## config.mk

```make
export PLATFORM = sky130hd
export DESIGN_NAME = clock_controller
export DESIGN_NICKNAME = d
export VERILOG_FILES = /design/src/rtl/clock_pkg.sv /design/src/rtl/button_debounce.sv /design/src/rtl/clock_controller.sv
export SDC_FILE = /design/constraint.sdc
export NUM_CORES = 1
export LEC_CHECK = 0
export ABC_CLOCK_PERIOD_IN_PS = 2600
export CORE_ASPECT_RATIO = 1.75
export CORE_MARGIN = 4
export CORE_UTILIZATION = 26
export DETAILED_ROUTE_END_ITERATION = 10
export PLACE_DENSITY = 0.47
export SLEW_MARGIN = 10
export SYNTH_ARGS = -nofsm -noshare
export SYNTH_HDL_FRONTEND = slang
export SYNTH_SLANG_ARGS = --single-unit
```

## constraint.sdc

```tcl
create_clock -name fastClk -period 2.6 [get_ports fastClk]
set_input_delay 0.39 -clock fastClk [delete_from_list [all_inputs] [get_ports fastClk]]
set_output_delay 0.39 -clock fastClk [all_outputs]
set_load 0.1 [all_outputs]
```

## src/rtl/clock_pkg.sv

```systemverilog
// clock_pkg: shared state encoding and default timing constants for the CPU clock controller
package clock_pkg;
    typedef enum logic [1:0] {LOW, HIGH, HALTED} clkState_t;
    localparam int DIV_MAX_DEF = 1000;
    localparam int DEBOUNCE_DEF = 120000;
endpackage

```

## src/rtl/button_debounce.sv

```systemverilog
// button_debounce: synchronises and debounces a raw pushbutton, emitting a pulse on each debounced press
// fastClk in: clock; reset in: async active-high; rawBtn in: async button level
// debounced out: filtered level; risePulse out: one-cycle strobe, high in the cycle debounced first reads 1
module button_debounce
    import clock_pkg::*;
#(
    parameter int DEBOUNCE_CYCLES = DEBOUNCE_DEF,
    parameter int CNT_W = 32
) (
    input  logic fastClk,
    input  logic reset,
    input  logic rawBtn,
    output logic debounced,
    output logic risePulse
);
    localparam logic [CNT_W-1:0] LAST = CNT_W'(DEBOUNCE_CYCLES - 1);
    logic syncA, sync2;
    logic [CNT_W-1:0] debCnt;
    always_ff @(posedge fastClk or posedge reset) begin
        if (reset) begin
            syncA <= 1'b0;
            sync2 <= 1'b0;
            debCnt <= '0;
            debounced <= 1'b0;
            risePulse <= 1'b0;
        end else begin
            syncA <= rawBtn;
            sync2 <= syncA;
            risePulse <= 1'b0;
            if (sync2 == debounced)
                debCnt <= '0;
            else if (debCnt == LAST) begin
                debCnt <= '0;
                debounced <= sync2;
                risePulse <= sync2;
            end else
                debCnt <= debCnt + CNT_W'(1);
        end
    end
endmodule

```

## src/rtl/clock_controller.sv

```systemverilog
// clock_controller: generates the CPU slow clock in auto or single-step mode with a sticky halt
// fastClk in: the only clock; reset in: async active-high; manualMode in: async, 0 auto / 1 step
// stepBtn in: raw button; haltReq in: fastClk-synchronous HLT request
// slowClk out: registered CPU clock; tickRise out: strobe in the cycle slowClk rises; halted out: HALTED state
module clock_controller
    import clock_pkg::*;
#(
    parameter int DIV_MAX = DIV_MAX_DEF,
    parameter int DEBOUNCE_CYCLES = DEBOUNCE_DEF,
    parameter int CNT_W = 32
) (
    input  logic fastClk,
    input  logic reset,
    input  logic manualMode,
    input  logic stepBtn,
    input  logic haltReq,
    output logic slowClk,
    output logic tickRise,
    output logic halted
);
    localparam logic [CNT_W-1:0] LAST = CNT_W'(DIV_MAX);
    clkState_t state;
    logic [CNT_W-1:0] phaseCnt;
    logic modeS1, modeS2, haltLatch, stepReq, debounced;
    button_debounce #(.DEBOUNCE_CYCLES(DEBOUNCE_CYCLES), .CNT_W(CNT_W)) debounce (
        .fastClk(fastClk),
        .reset(reset),
        .rawBtn(stepBtn),
        .debounced(debounced),
        .risePulse(stepReq)
    );
    always_ff @(posedge fastClk or posedge reset) begin
        if (reset) begin
            modeS1 <= 1'b0;
            modeS2 <= 1'b0;
            haltLatch <= 1'b0;
            state <= LOW;
            phaseCnt <= '0;
            slowClk <= 1'b0;
            tickRise <= 1'b0;
            halted <= 1'b0;
        end else begin
            modeS1 <= manualMode;
            modeS2 <= modeS1;
            haltLatch <= haltLatch | haltReq;
            tickRise <= 1'b0;
            case (state)
                LOW: begin
                    // The raw request is included so a halt arriving on the terminal count still beats the rise.
                    if (haltLatch | haltReq) begin
                        state <= HALTED;
                        halted <= 1'b1;
                        phaseCnt <= '0;
                    end else if (modeS2 ? stepReq : phaseCnt == LAST) begin
                        state <= HIGH;
                        phaseCnt <= '0;
                        slowClk <= 1'b1;
                        tickRise <= 1'b1;
                    end else
                        phaseCnt <= modeS2 ? '0 : phaseCnt + CNT_W'(1);
                end
                HIGH: begin
                    // The high phase always runs to completion; mode, steps and halt are only honoured in LOW.
                    if (phaseCnt == LAST) begin
                        state <= LOW;
                        phaseCnt <= '0;
                        slowClk <= 1'b0;
                    end else
                        phaseCnt <= phaseCnt + CNT_W'(1);
                end
                default: begin
                    slowClk <= 1'b0;
                    halted <= 1'b1;
                end
            endcase
        end
    end
endmodule

```

==> summary.md, run 1 <==
| Metric | Value |
|---|---|
| Routed WL | 9.621 mm |
| Reg2Reg Setup Slack | 290 ps |
| Synthesis-to-finish area growth | 15.15% |
| # IOs | 8 |
| Worst EP arrival | 2560 ps |
| Hold slack | 367.4 ps |
| Final hold vios | 0 |
| CP endpoint kind | register |
| TNS Setup | 0 ps |
| Routed wl met3 | 175 um |
| Post-cts hold buffer count | 0 |
| Max H-tree Level | 3 |
| Setup violators final | 0 |
| Leak pwr | 1.724 nW |
| Critical Path Start | phaseCnt[6] |
| N_diodes | 0 |
| Yosys warns | 0 |
| Seq/Total Area, Yosys | 48.16% |
| Layout cells sized above 1 | 8.393% |
| Post-DR vias/cell | 5.275 |
| Std cell rows | 59 |
| Yosys reg bits | 76 |
| Final worst path period share | 88.99% |
| Nets@finish | 420 |
| Routed met1 length | 3.885 mm |
| Number of buffers created by CTS | 9 |
| Worst Setup Start Kind | register |
| RSZ-0062 raised after global routing | no |
| Met2 WL | 5.381 mm |
| Post-CTS sizing | 0 |
| Crit path kind | register to register |
| Worst-path clk slew | 60 ps |
| Max clock buf depth | 2 |
| Placement Setup Slack | 266.0 ps |
| Syn_nets | 415 |
| Remaining Overflow, GRT | 0 |
| DR WL/cell | 16.04 um |
| R2R depth | 4 |
| Top area cells in the synthesized netlist | dfrtp_1 48%, or4_1 4.4%, xnor2_1 4.0% |
| Synth area leader | dfrtp_1 |
| Total GRT Usage | 12.12% |
| Post-route ant nets | 0 |
| PortBufs | 7 |
| Clk Latency, worst-skew pair | 340 ps |
| Post-CTS Setup Repair Bufs | 0 |
| Power Dens Cells | 577.2 mW/mm^2 |
| Post-synth top area share | 48.16% |
| DRC errors left | 0 |
| Layout Skew | 8.731 ps |
| Crit path to | phaseCnt[24] |
| Hold Path Class | input pin to async pin |
| Status | finished clean |
| Starting Density | 26.48% |
| Core box area | 0.01491 sq mm |
| Final setup margin | 286.3 ps |
| Slew @ Worst Pin | 595.3 ps |
| Largest net degree at the start of global routing | 53 |
| Final Critical Period | 2314 ps |
| Crit Path Max Fanout | 16 |
| Placer Congestion | 0.7679 |
| Slew Viols, Final | 0 |
| Syn avg cell area | 9.702 sq um |
| Post-synthesis cell area | 0.003949 sq mm |
| Peak Freq | 432.2 MHz |
| Worst r2r src | phaseCnt[6] |
| Required time of the critical path | 2850 ps |
| First-pass GRT wire length | 16.53 mm |
| Via count | 3165 |
| Yosys cell types | 35 |
| TritonCTS clock tree | yes |
| Root buffer cell | clkbuf_16 |
| Antenna violations before repair | 0 |
| VDD IR max | 331.3 uV |
| Post-Syn Instances | 407 |
| DIE AREA | 0.01730 sq mm |
| Highest metal used | met4 |
| Die Span Y | 171.0 um |
| RR Endpoint | phaseCnt[24] |
| DRT iter0 DRCs | 42 |
| Clock tree sinks | 76 |
| Post-DP HPWL | 6.517 mm |
| Die Wd | 101.2 um |
| Number of global-route vias before repair | 3249 |
| DRT Pass-1 Iters | 4 |
| Slew headroom | 60.32% |
| Maximum Capacitance Violations | 0 |
## synthesized netlist by cell type
cell and number:
a21oi_1 31, nor4_1 11, mux2_2 1, ha_1 3, and3_1 1, o211ai_1 1, nand2b_1 1, nand2_1 23
or3_1 17, or2_2 1, and4_1 9, a211oi_1 1, xnor2_1 18, buf_6 4, xor2_1 9, o21ai_0 18
o31ai_1 20, clkbuf_1 15, and3b_1 2, nand4_4 2, o22ai_1 2, nand4_1 20, and2_1 1, or4_4 1
nor3_1 10, buf_2 2, a22oi_1 18, or4_1 23, inv_1 12, nor4b_1 5, nor2_1 24, nand3b_1 2
nand3_1 22, dfrtp_1 76, clkinv_1 1
## area by class of cell
| cell class | instances | area (sq um) |
|---|---|---|
| Timing Repair Buffer | 15 | 135.1 |
| Clock inverter | 7 | 98.84 |
| Multi-Input combinational cell | 297 | 1907 |
| Clock buffer | 9 | 225.2 |
| Tap cell | 183 | 229.0 |
| Inverter | 13 | 50.05 |
| Sequential cell | 76 | 1902 |
| Fill cell | 1593 | 10360 |
## worst min-delay path by stage
stage                                 to  slack (ps)  cells past startpoint
final                          haltLatch         370                      2
after global routing              modeS2         380                      0
after CTS                      haltLatch         370                      2
after detailed placement          modeS2         360                      0
after global placement            modeS2         340                      0
after floorplan           debounce.sync2         330                      0
## per-layer routing
layer  track usage [%]  vias to the layer above
li1                  -                     1555
met1             12.55                     1574
met2             23.09                       27
met3             2.693                        9
met4             4.572                        0
met5                 0                        -
## worst max-delay path: stages (launching register included)
cell     delay, ps
dfrtp_1        440
nand4_1        200
or4_1          830
or4_1          590
a22oi_1        170
## stage by stage
stage	instances	total power (W)	instance area (sq um)	utilization [%]
floorplan	407	0.001249	3949	-
global placement	584	0.001278	4223	28.32
detailed placement	584	0.001278	4223	28.32
CTS	600	0.002674	4547	30.49
global route	600	0.002736	4547	30.49
finish	600	0.002624	4547	30.49
## placed cells by master (no fill, tap or decap), types with 2 or more instances in the layout
master,n
and3b_1,2
inv_1,11
nand4_1,20
clkinv_2,2
a21oi_1,31
nor4b_1,5
clkdlybuf4s50_1,4
a22oi_1,18
nor2_1,24
nand3_1,22
xor2_1,9
clkbuf_16,9
ha_1,3
or3_1,17
nand4_4,2
o21ai_0,18
and4_1,9
bufinv_16,2
xnor2_1,18
clkinv_4,2
nand3b_1,2
nand2_1,23
nor3_1,10
dfrtp_1,76
nor4_1,11
or4_1,23
o31ai_1,19
buf_4,10
## where the power goes
part | switching (W) | internal [W] | total, W
Clock | 0.000525 | 0.000846 | 0.00137
Combinational | 0.0000396 | 0.0000165 | 0.0000561
Sequential | 0.00000771 | 0.00119 | 0.00120
Total | 0.000573 | 0.00205 | 0.00262
## flip-flops by register name (all words and copies together) (netlist names)
name                count
haltLatch               1
debounce.debCnt        32
debounce.risePulse      1
modeS2                  1
debounce.sync2          1
phaseCnt               32
halted                  1
debounce.debounced      1
slowClk                 1
modeS1                  1
tickRise                1
state                   2
debounce.syncA          1
## cells by family (layout without fill, tap and decap cells)
| group | count (synthesis) | in the layout | synth area share (%) |
|---|---|---|---|
| and+or+nand+nor | 175 | 175 | 26.43 |
| AOI/OAI and AO/OA | 91 | 91 | 14.13 |
| DFF | 76 | 76 | 48.16 |
| buffers and inverters | 34 | 44 | 4.055 |
| xor gates and xnor gates | 27 | 27 | 5.989 |
| adders and majority gates | 3 | 3 | 0.9507 |
| muxes | 1 | 1 | 0.2852 |
Power figures use the tool's default switching activity.
==> run 2, diff against run 1 <==
Settings changed: CAP_MARGIN set to 5.
==> results of run 2 <==
Final layout, timing and power as in run 1 (identical DEF).
